## config.mk

```make
export PLATFORM = sky130hd
export DESIGN_NAME = fp_divider_seq_flat
export DESIGN_NICKNAME = d
export VERILOG_FILES = /design/src/rtl/fp_divider_seq_pkg.sv /design/src/rtl/fp_divider_seq_if.sv /design/src/rtl/fp_divider_seq_mant_divider.sv /design/src/rtl/fp_divider_seq.sv /design/src/flat_wrapper.sv
export SDC_FILE = /design/constraint.sdc
export NUM_CORES = 1
export LEC_CHECK = 0
export ABC_AREA = 1
export CAP_MARGIN = 40
export CORE_MARGIN = 2
export CORE_UTILIZATION = 56
export DETAILED_ROUTE_END_ITERATION = 6
export PLACE_DENSITY = 0.86
export SLEW_MARGIN = 20
export SYNTH_ARGS = -nofsm -noshare
export SYNTH_HDL_FRONTEND = slang
export SYNTH_SLANG_ARGS = --single-unit
```

## constraint.sdc

```tcl
create_clock -name clk -period 6.3 [get_ports clk]
set_input_delay 1.575 -clock clk [delete_from_list [all_inputs] [get_ports clk]]
set_output_delay 1.575 -clock clk [all_outputs]
set_load 0.05 [all_outputs]
```

## src/rtl/fp_divider_seq_pkg.sv

```systemverilog
// ---------------------------------------------------------------------------
// fp_div_pkg
// Shared widths, constants and state encoding for the sequential
// single-precision divider (fp_divider_seq) and its mantissa core.
// No ports; imported by the interface, the core and the top.
// ---------------------------------------------------------------------------
package fp_div_pkg;

  localparam int WORD_W = 32;
  localparam int EXP_W  = 8;
  localparam int FRAC_W = 23;
  localparam int MANT_W = 24;
  localparam int BIAS   = 127;
  localparam int ITERS  = 25;
  localparam int CNT_W  = $clog2(ITERS);

  localparam logic [WORD_W-1:0] QNAN    = 32'h7FC00000;
  localparam logic [EXP_W-1:0]  INF_EXP = 8'hFF;

  typedef enum logic [1:0] {
    IDLE   = 2'd0,
    DIVIDE = 2'd1,
    NORM   = 2'd2,
    DONE   = 2'd3
  } state_t;

  // Biased exponent field of a single-precision word.
  function automatic logic [EXP_W-1:0] exp_field(input logic [WORD_W-1:0] w);
    return w[FRAC_W +: EXP_W];
  endfunction

  // Mantissa with the hidden bit forced to 1 (denormals treated as normals).
  function automatic logic [MANT_W-1:0] mant_field(input logic [WORD_W-1:0] w);
    return {1'b1, w[FRAC_W-1:0]};
  endfunction

endpackage

```

## src/rtl/fp_divider_seq_if.sv

```systemverilog
// ---------------------------------------------------------------------------
// fp_divider_seq_if
// Request/response bundle of the sequential FP divider.
//   start  : request, sampled only while the divider is idle
//   a, b   : dividend / divisor, IEEE-754 single
//   busy   : division in progress
//   done   : one-cycle pulse, y valid from this cycle
//   y      : registered quotient, held until the next result
// master = requester side, slave = divider side.
// ---------------------------------------------------------------------------
interface fp_divider_seq_if;
  import fp_div_pkg::*;

  logic              start;
  logic [WORD_W-1:0] a;
  logic [WORD_W-1:0] b;
  logic              busy;
  logic              done;
  logic [WORD_W-1:0] y;

  modport master (output start, a, b, input busy, done, y);
  modport slave  (input start, a, b, output busy, done, y);

endinterface

```

## src/rtl/fp_divider_seq_mant_divider.sv

```systemverilog
// ---------------------------------------------------------------------------
// fp_mant_divider
// Iterative restoring divider for 24-bit normalised mantissas, one quotient
// bit per clock, 25 quotient bits (1 integer + 24 fraction).
// Ports:
//   clk, reset : clock, asynchronous active-high reset
//   load       : capture m1/m2 and start iterating on the next cycle
//   m1, m2     : dividend / divisor mantissas (hidden bit included)
//   q          : quotient, q[24] integer bit; final once last has been seen
//   last       : high during the cycle whose iteration is the final one
// ---------------------------------------------------------------------------
module fp_mant_divider
  import fp_div_pkg::*;
(
  input  logic              clk,
  input  logic              reset,
  input  logic              load,
  input  logic [MANT_W-1:0] m1,
  input  logic [MANT_W-1:0] m2,
  output logic [ITERS-1:0]  q,
  output logic              last
);

  // Two headroom bits: the partial remainder stays below 2*m2 < 2^25
  // before the shift, so 26 bits never overflow.
  logic [MANT_W+1:0] rem;
  logic [MANT_W-1:0] dvsr;
  logic [CNT_W-1:0]  cnt;
  logic              running;

  logic [MANT_W+1:0] dvsr_ext;
  logic [MANT_W+1:0] diff;
  logic              ge;

  assign dvsr_ext = {2'b00, dvsr};
  assign diff     = rem - dvsr_ext;
  assign ge       = (rem >= dvsr_ext);
  assign last     = running && (cnt == CNT_W'(ITERS - 1));

  always_ff @(posedge clk or posedge reset) begin
    if (reset) begin
      rem     <= '0;
      dvsr    <= '0;
      q       <= '0;
      cnt     <= '0;
      running <= 1'b0;
    end else if (load) begin
      rem     <= {2'b00, m1};
      dvsr    <= m2;
      q       <= '0;
      cnt     <= '0;
      running <= 1'b1;
    end else if (running) begin
      // Restoring step: subtract only when it does not go negative.
      q   <= {q[ITERS-2:0], ge};
      rem <= (ge ? diff : rem) << 1;
      cnt <= cnt + CNT_W'(1);
      if (last) begin
        running <= 1'b0;
      end
    end
  end

endmodule

```

## src/rtl/fp_divider_seq.sv

```systemverilog
// ---------------------------------------------------------------------------
// fp_divider_seq
// Sequential IEEE-754 single-precision divider, y = a / b. Restoring
// mantissa division at one bit per clock, truncation rounding and an 8-bit
// exponent that wraps modulo 256 (same numeric conventions as the
// combinational floating_multiplier). 27 cycles from start to done.
// Ports:
//   clk   : system clock, rising edge
//   reset : asynchronous, active-high; clears all state, aborts a division
//   io    : fp_divider_seq_if.slave (start, a, b in; busy, done, y out)
// Build option:
//   FP_DIV_SPECIAL_EN - when defined, zero / infinity / NaN operands are
//   detected in the normalise cycle and replace the raw datapath result.
//   When undefined, the raw datapath result is always emitted.
// ---------------------------------------------------------------------------
module fp_divider_seq
  import fp_div_pkg::*;
(
  input  logic           clk,
  input  logic           reset,
  fp_divider_seq_if.slave io
);

  localparam logic [1:0] S_IDLE   = IDLE;
  localparam logic [1:0] S_DIVIDE = DIVIDE;
  localparam logic [1:0] S_NORM   = NORM;
  localparam logic [1:0] S_DONE   = DONE;

  logic [1:0]        state;
  logic              sign;
  logic [EXP_W-1:0]  eraw;
  logic              busy_r;
  logic              done_r;
  logic [WORD_W-1:0] y_r;

  logic              load;
  logic              last;
  logic [ITERS-1:0]  q;

`ifdef FP_DIV_SPECIAL_EN
  logic [EXP_W-1:0]  ea;
  logic [EXP_W-1:0]  eb;
`endif

  assign load    = (state == S_IDLE) && io.start;
  assign io.busy = busy_r;
  assign io.done = done_r;
  assign io.y    = y_r;

  fp_mant_divider u_core (
    .clk   (clk),
    .reset (reset),
    .load  (load),
    .m1    (mant_field(io.a)),
    .m2    (mant_field(io.b)),
    .q     (q),
    .last  (last)
  );

  // Normalise by at most one place (quotient of two [1,2) mantissas lies in
  // (0.5, 2)) and truncate the surplus bit.
  function automatic logic [WORD_W-1:0] normalize(
    input logic             s,
    input logic [EXP_W-1:0] e,
    input logic [ITERS-1:0] qv
  );
    logic [EXP_W-1:0]  ex;
    logic [FRAC_W-1:0] fr;
    if (qv[ITERS-1]) begin
      fr = qv[ITERS-2:1];
      ex = e;
    end else begin
      fr = qv[ITERS-3:0];
      ex = e - EXP_W'(1);
    end
    return {s, ex, fr};
  endfunction

`ifdef FP_DIV_SPECIAL_EN
  // NaN wins over everything, then a zero dividend (covers 0/0), then a
  // zero divisor.
  function automatic logic [WORD_W-1:0] special_case(
    input logic              s,
    input logic [EXP_W-1:0]  ea_v,
    input logic [EXP_W-1:0]  eb_v,
    input logic [WORD_W-1:0] raw
  );
    if ((ea_v == INF_EXP) || (eb_v == INF_EXP)) begin
      return QNAN;
    end else if (ea_v == '0) begin
      return {s, {(WORD_W-1){1'b0}}};
    end else if (eb_v == '0) begin
      return {s, INF_EXP, {FRAC_W{1'b0}}};
    end else begin
      return raw;
    end
  endfunction
`endif

  always_ff @(posedge clk or posedge reset) begin
    if (reset) begin
      state  <= S_IDLE;
      sign   <= 1'b0;
      eraw   <= '0;
      busy_r <= 1'b0;
      done_r <= 1'b0;
      y_r    <= '0;
`ifdef FP_DIV_SPECIAL_EN
      ea     <= '0;
      eb     <= '0;
`endif
    end else begin
      done_r <= 1'b0;
      case (state)
        S_IDLE: begin
          if (io.start) begin
            sign   <= io.a[WORD_W-1] ^ io.b[WORD_W-1];
            // Only the low 8 bits of the biased difference are ever used,
            // so it is formed directly modulo 256.
            eraw   <= exp_field(io.a) - exp_field(io.b) + EXP_W'(BIAS);
`ifdef FP_DIV_SPECIAL_EN
            ea     <= exp_field(io.a);
            eb     <= exp_field(io.b);
`endif
            busy_r <= 1'b1;
            state  <= S_DIVIDE;
          end
        end
        // ---- mantissa iterations run in the core ----
        S_DIVIDE: begin
          if (last) begin
            state <= S_NORM;
          end
        end
        // ---- normalise, pack, register the result ----
        S_NORM: begin
`ifdef FP_DIV_SPECIAL_EN
          y_r    <= special_case(sign, ea, eb, normalize(sign, eraw, q));
`else
          y_r    <= normalize(sign, eraw, q);
`endif
          busy_r <= 1'b0;
          done_r <= 1'b1;
          state  <= S_DONE;
        end
        S_DONE: begin
          state <= S_IDLE;
        end
        default: begin
          state <= S_IDLE;
        end
      endcase
    end
  end

endmodule
```

## src/flat_wrapper.sv

```systemverilog
// flat-port wrapper written by rule: the top's interface ports become plain ports
module fp_divider_seq_flat import fp_div_pkg::*;
  (clk, reset, io_start, io_a, io_b, io_busy, io_done, io_y);
  fp_divider_seq_if io_i ();
  input  logic clk;
  input  logic reset;
  input wire logic [$bits(io_i.start)-1:0] io_start;
  input wire logic [$bits(io_i.a)-1:0] io_a;
  input wire logic [$bits(io_i.b)-1:0] io_b;
  output wire logic [$bits(io_i.busy)-1:0] io_busy;
  output wire logic [$bits(io_i.done)-1:0] io_done;
  output wire logic [$bits(io_i.y)-1:0] io_y;
  assign io_i.start = io_start;
  assign io_i.a = io_a;
  assign io_i.b = io_b;
  assign io_busy = io_i.busy;
  assign io_done = io_i.done;
  assign io_y = io_i.y;
  fp_divider_seq u_core (.clk(clk), .reset(reset), .io(io_i));
endmodule
```

Word level (Yosys, flattened, before mapping)
Index checks and enable logic that the tools add are counted.
{"block": "classes", "bitwise": 1, "eq_ne": 6, "n_addsub": 5, "order_cmp": 1, "muxes": 18, "reduce_logical": 8}
{"operator": "25-bit two-way mux", "count": 3}
{"operator": "26-bit two-way mux", "count": 2}
{"operator": "26-bit by 24-bit greater-or-equal comparator with 1-bit output", "count": 1}
{"operator": "25-bit by 24-bit subtractor with 25-bit output", "count": 1}
{"operator": "23-bit two-way mux", "count": 1}
{"operator": "5-bit two-way mux", "count": 2}
{"operator": "8-bit by 7-bit adder with 8-bit output, second input constant", "count": 1}
{"operator": "8-bit two-way mux", "count": 1}
{"operator": "2-bit one-hot mux with 4 select lines", "count": 1}
{"operator": "8-bit by 1-bit subtractor with 8-bit output, second input constant", "count": 1}
{"operator": "8-bit subtractor", "count": 1}
{"operator": "2-bit AND reduction", "count": 3}
{"operator": "5-bit by 1-bit adder with 5-bit output, second input constant", "count": 1}
{"operator": "5-bit equality test, second input constant", "count": 1}
{"operator": "1-bit two-way mux", "count": 5}
{"operator": "2-bit equality test, second input constant", "count": 2}
{"operator": "2-bit two-way mux", "count": 2}
{"operator": "2-bit != test, second input constant", "count": 2}
{"operator": "2-bit nonzero test", "count": 2}
{"operator": "2-bit by 1-bit equality test with 1-bit output, second input constant", "count": 1}
{"operator": "1-bit logical AND", "count": 2}
{"operator": "2-bit logical NOT", "count": 1}
{"operator": "1-bit one-hot mux with 2 select lines", "count": 1}
{"operator": "1-bit XOR", "count": 1}
{"block": "totals", "reg_bits": 126, "out_inout_bits": 34, "word_cells": 50, "input_bits": 67}

Depth between registers and ports, before layout
{"block": "logic_depth", "word_depth": 5, "mapped_depth": 15, "ltp_nobuf": 15}

Cells and area by module
A second synthesis with hierarchy kept.
{"block": "hier_totals", "cells_unflattened": 1064, "area_unflattened_um2": 7782.5}
{"mod": "fp_mant_divider", "n_inst": 1, "area_each_um2": 5282.6, "seq_area_each_um2": 2026.9, "cells_each": 743}
{"mod": "fp_divider_seq", "n_inst": 1, "area_each_um2": 2499.9, "seq_area_each_um2": 1126.1, "cells_each": 321}

Worst setup path after synthesis
Ideal clock, no wire load.
{"block": "synth_timing", "path_kind": "in2reg", "startpoint": "input io_b[24]", "endpoint": "register u_core.eraw[7]", "t_required_ns": 6.169, "stages": 11, "slack_ns": 3.077, "n_path_buf": 0, "arrival_ns": 3.092, "path_cell_list": "inv_1 > ha_1 > ha_1 > fa_1 > nand3_1 > nand3_1 > nand2_1 > nand2_1 > a21oi_1 > xnor2_1 > o21ai_0"}
{"block": "synth_between", "elab_chain_cells": 2}
{"item": "start, declared", "line": "flat_wrapper.sv:9", "source": "input wire logic [$bits(io_i.b)-1:0] io_b;"}
{"item": "8-bit subtractor", "line": "fp_divider_seq.sv:120", "source": "eraw <= exp_field(io.a) - exp_field(io.b) + EXP_W'(BIAS);"}
{"item": "8-bit by 7-bit adder with 8-bit output", "line": "fp_divider_seq.sv:120"}
{"item": "end signal, assigned", "line": "fp_divider_seq.sv:120"}
{"item": "end, declared", "line": "fp_divider_seq.sv:31", "source": "logic [EXP_W-1:0] eraw;"}
No other way between the ends.
A chain may end at the register's enable or synchronous reset.

Worst setup path after layout
{"block": "layout_timing", "startpoint": "input io_start", "endpoint": "register u_core.u_core.rem[21]"}
{"block": "layout_between", "elab_chain_cells": 2}
{"item": "start, declared", "line": "flat_wrapper.sv:7", "source": "input wire logic [$bits(io_i.start)-1:0] io_start;"}
{"item": "1-bit logical AND (*)", "line": "fp_divider_seq.sv:45", "source": "assign load = (state == S_IDLE) && io.start;"}
{"item": "26-bit two-way mux or 2-bit nonzero test (tied branches)"}
{"item": "end signal, assigned", "line": "fp_divider_seq_mant_divider.sv:48", "source": "rem <= {2'b00, m1};"}
{"item": "end signal, assigned", "line": "fp_divider_seq_mant_divider.sv:56", "source": "rem <= (ge ? diff : rem) << 1;"}
{"item": "end, declared", "line": "fp_divider_seq_mant_divider.sv:26", "source": "logic [MANT_W+1:0] rem;"}
Every way passes the cells marked *; elsewhere a longest branch is shown, timed or not.

==> impl_table.tex <==
\begin{tabular}{lr}
\hline
Metric & Value \\
\hline
\multicolumn{2}{l}{\textbf{Run status}} \\
Result of the run & finished, final reports clean \\
\multicolumn{2}{l}{\textbf{Cells and area}} \\
Post-route design area & between 9000 and 10000 sq um \\
Count of nets after finishing & approximately 1300 \\
Final standard cell utilization of the core & 0.710 \\
Fin cells & approximately 1300 \\
FF/Latch Area & about 3200 sq um \\
Number of filler cells placed in the layout & 1064 \\
Diode count & 0 \\
Multi-input combinational cell area & 3680 sq um \\
Share of post-route cells with drive strength above 1 & 0.0591 \\
Synth-to-layout area growth & 23.0\% \\
\multicolumn{2}{l}{\textbf{Yosys}} \\
Net count of the mapped netlist & $\sim$1200 \\
Cell Area, Synth & approximately 7700 sq um \\
Syn Inst Count & roughly 1100 \\
Unique masters post-synth & 31 \\
Number of enable-type register cells in the synthesized netlist & 0 \\
Avg Inst Size Synth & around 7.2 sq um \\
YS warnings & 0 \\
Flops \& latches, synth & approximately 130 \\
Most used DFF post-synth & dfrtp\_1 \\
Sequential area share after synthesis & 0.411 \\
Async set-or-reset flop fraction in the synthesized netlist & 1.00 \\
\multicolumn{2}{l}{\textbf{Clock tree}} \\
Post-CTS Setup Repair Bufs & 0 \\
Clock Sink Count & roughly 130 \\
Hold Buf Count CTS & 0 \\
\# H-tree levels & 4 \\
Clock root cell & clkbuf\_16 \\
Post-CTS resize count & 0 \\
CTS clk-pin slew, worst paths & 0.06 ns \\
Clk buf depth & 2 \\
Clock tree from TritonCTS & yes \\
Number of buffers created by CTS & 17 \\
Latest clock arrival within the worst-skew pair & 0.42 ns \\
\multicolumn{2}{l}{\textbf{Setup path}} \\
Slowest cell delay on critical path & 0.56 ns \\
Most frequent cell on the critical path & nand2\_1 \\
Number of buffer and inverter instances along the worst setup path & 4 \\
Critical path required time & approximately 6.6 ns \\
Critical Path End Type & flop \\
Crit path arrival time & roughly 3.9 ns \\
Cell class contributing the biggest share of worst-path delay & buffers and inverters \\
Startpoint kind of the worst setup timing path & primary input \\
Worst-path fanout max & 79 \\
List of cells traversed by the critical path & clkdlybuf4s50\_1 > nand2\_1 > inv\_2 > buf\_4 > nor2\_2 > buf\_4 > nand2\_1 > o21ai\_0 > nand2\_1 > nand2\_1 \\
FF-to-FF setup slack & about 3.7 ns \\
Library cell contributing the largest single delay on the critical path & buf\_4 \\
WS Path Type & primary input to flop \\
\multicolumn{2}{l}{\textbf{Placement}} \\
Count of buffers from port buffering & 100 \\
Global placement routability congestion & about 1.0 \\
Pre-CTS worst setup slack & about 2.3 ns \\
Total half-perimeter wirelength after legalization and detailed placement & around 13000 microns \\
Placed insts & 1310 \\
Cell area reported after detailed placement & a little under 9000 sq um \\
\multicolumn{2}{l}{\textbf{STA}} \\
Setup slack after layout & 2.70 ns \\
Unrepaired setup endpoints after global routing & no \\
Summed negative setup slack over all endpoints & 0 ns \\
Total count of max-transition violations in the final report & 0 \\
Highest clock rate & about 280 MHz \\
Setup violation total in the final timing report & 0 \\
Number of hold violations in the final report & 0 \\
Final period util & 0.571 \\
Relative max-transition margin & 0.523 \\
Worst hold-check slack & 0.478 ns \\
Clk\_skew & roughly 0.01 ns \\
Transition at the pin with the smallest max-transition slack & about 0.72 ns \\
Minimum clock period & between 3 and 4 ns \\
\multicolumn{2}{l}{\textbf{GRT}} \\
Fraction of met1 tracks used by global routing & 0.325 \\
Largest net degree at the start of global routing & 80 \\
Global-route wire length before repair & between 30000 and 40000 microns \\
Number of antenna violations at the first check in global routing & 0 \\
Met2 capacity usage during global routing & 0.455 \\
Global-route met3 utilization & 0.0578 \\
GRT Max-Usage Layer & met2 \\
Vias in the first global route & approximately 6700 \\
GRT Total Usage & 0.264 \\
Residual overflow from global routing & 0 \\
\multicolumn{2}{l}{\textbf{Floorplan}} \\
Effective utilization at floorplan & 0.577 \\
Horizontal die dimension & 121 microns \\
Overall die height & $\sim$120 microns \\
Core footprint & between 10000 and 15000 sq um \\
Number of rows created at floorplan & 42 \\
Die Footprint & between 10000 and 15000 sq um \\
I/O pin total & slightly above 100 \\
\multicolumn{2}{l}{\textbf{Power}} \\
Power Dens Cells & approximately 640 nW/um\^{}2 \\
Leakage Power & 4.77 nW \\
Maximum VDD drop & 0.000337 V \\
Post-layout power & 6.04 mW \\
\multicolumn{2}{l}{\textbf{Route}} \\
Iteration-0 DRC Markers & 468 \\
Detailed-route DRC error count & 0 \\
Vias post-DR & between 7000 and 8000 \\
Wire length reported by the detailed router & roughly 18000 microns \\
DRT antenna net count & 0 \\
Via/cell ratio & 5.24 \\
Wirelength per Cell & 13.7 microns \\
Detailed Routing Iterations Pass 1 & 5 \\
\multicolumn{2}{l}{\textbf{Job}} \\
Number of violations of the max-capacitance limit & 0 \\
\multicolumn{2}{l}{\textbf{Hold path}} \\
Worst hold path class & flop to flop \\
\hline
\end{tabular}
[path summary, 6_finish.rpt]
path,startpoint,cells past startpoint,end
hold reg to reg,u_core.io.y[31]$_DFFE_PP0P_,2,u_core.io.y[31]$_DFFE_PP0P_
min in group asynchronous,reset,2,u_core.io.y[6]$_DFFE_PP0P_
max in group asynchronous,reset,4,u_core.u_core.rem[5]$_DFFE_PP0P_
setup reg to reg,u_core.state[1]$_DFFE_PP0P_,11,u_core.u_core.rem[21]$_DFFE_PP0P_
hold / removal,u_core.io.y[31]$_DFFE_PP0P_,2,u_core.io.y[31]$_DFFE_PP0P_
setup / recovery,io_start,10,u_core.u_core.rem[21]$_DFFE_PP0P_
[cells by family (layout without fill, tap and decap cells)]
group,after synthesis,after routing,share of synthesized area
compound gates,181,181,0.125
flops,126,126,0.411
buf+inv,217,326,0.109
fa+ha+maj,45,45,0.0753
simple gates,472,472,0.260
xor+xnor,18,18,0.0205
[cells in the mapped netlist (all sizes together), types with 8 or more instances]
library cell,instances,area [sq um]
a21oi,35,179
clkbuf,26,97.6
dfrtp,126,3150
ha,43,538
inv,182,683
nand2,307,1170
nand3,77,403
nand4,11,68.8
nor2,70,298
o21ai,115,576
o22ai,26,163
xnor2,10,87.6
xor2,8,70.1
[state kept, by name (all words and copies together) (netlist names)]
register and flops:
u_core.io.done 1, u_core.sign 1, u_core.io.busy 1, u_core.state 2, u_core.u_core.q 25, u_core.io.y 32
u_core.eraw 8, u_core.u_core.running 1, u_core.u_core.dvsr 24, u_core.u_core.cnt 5, u_core.u_core.rem 26
[tightest hold or removal path, cell delays in order, from the launching register on]
cell and delay, ns:
dfrtp_1 0.34, nand2_1 0.05, nand2_1 0.05
[routing by layer]
layer	vias to the layer above	wire length, microns
li1	3550	-
met1	3267	7760
met2	192	9570
met3	27	849
met4	0	269
met5	-	0
[report_power, final]
group | switching [mW] | internal [mW]
combinational | 2.38 | 1.26
clock | 0.388 | 0.561
sequential | 0.246 | 1.20
[area by class of cell]
class	instances	area share
Clock buffer	19	0.0469
Clock inverter	13	0.0141
Inverter	184	0.0735
Multi-Input combinational cell	716	0.390
Sequential cell	126	0.334
Tap cell	176	0.0233
Timing Repair Buffer	110	0.118
[cells in the final DEF (no fill, tap or decap), types with 10 or more instances in the layout]
cell	n
clkbuf_16	17
ha_1	43
o21ai_0	114
nand3_1	75
clkdlybuf4s50_1	100
nor2_1	62
dfrtp_1	126
a21oi_1	34
nand2_1	300
nand4_1	11
xnor2_1	10
inv_1	173
o22ai_1	26
(Power assumes the default switching activity.)
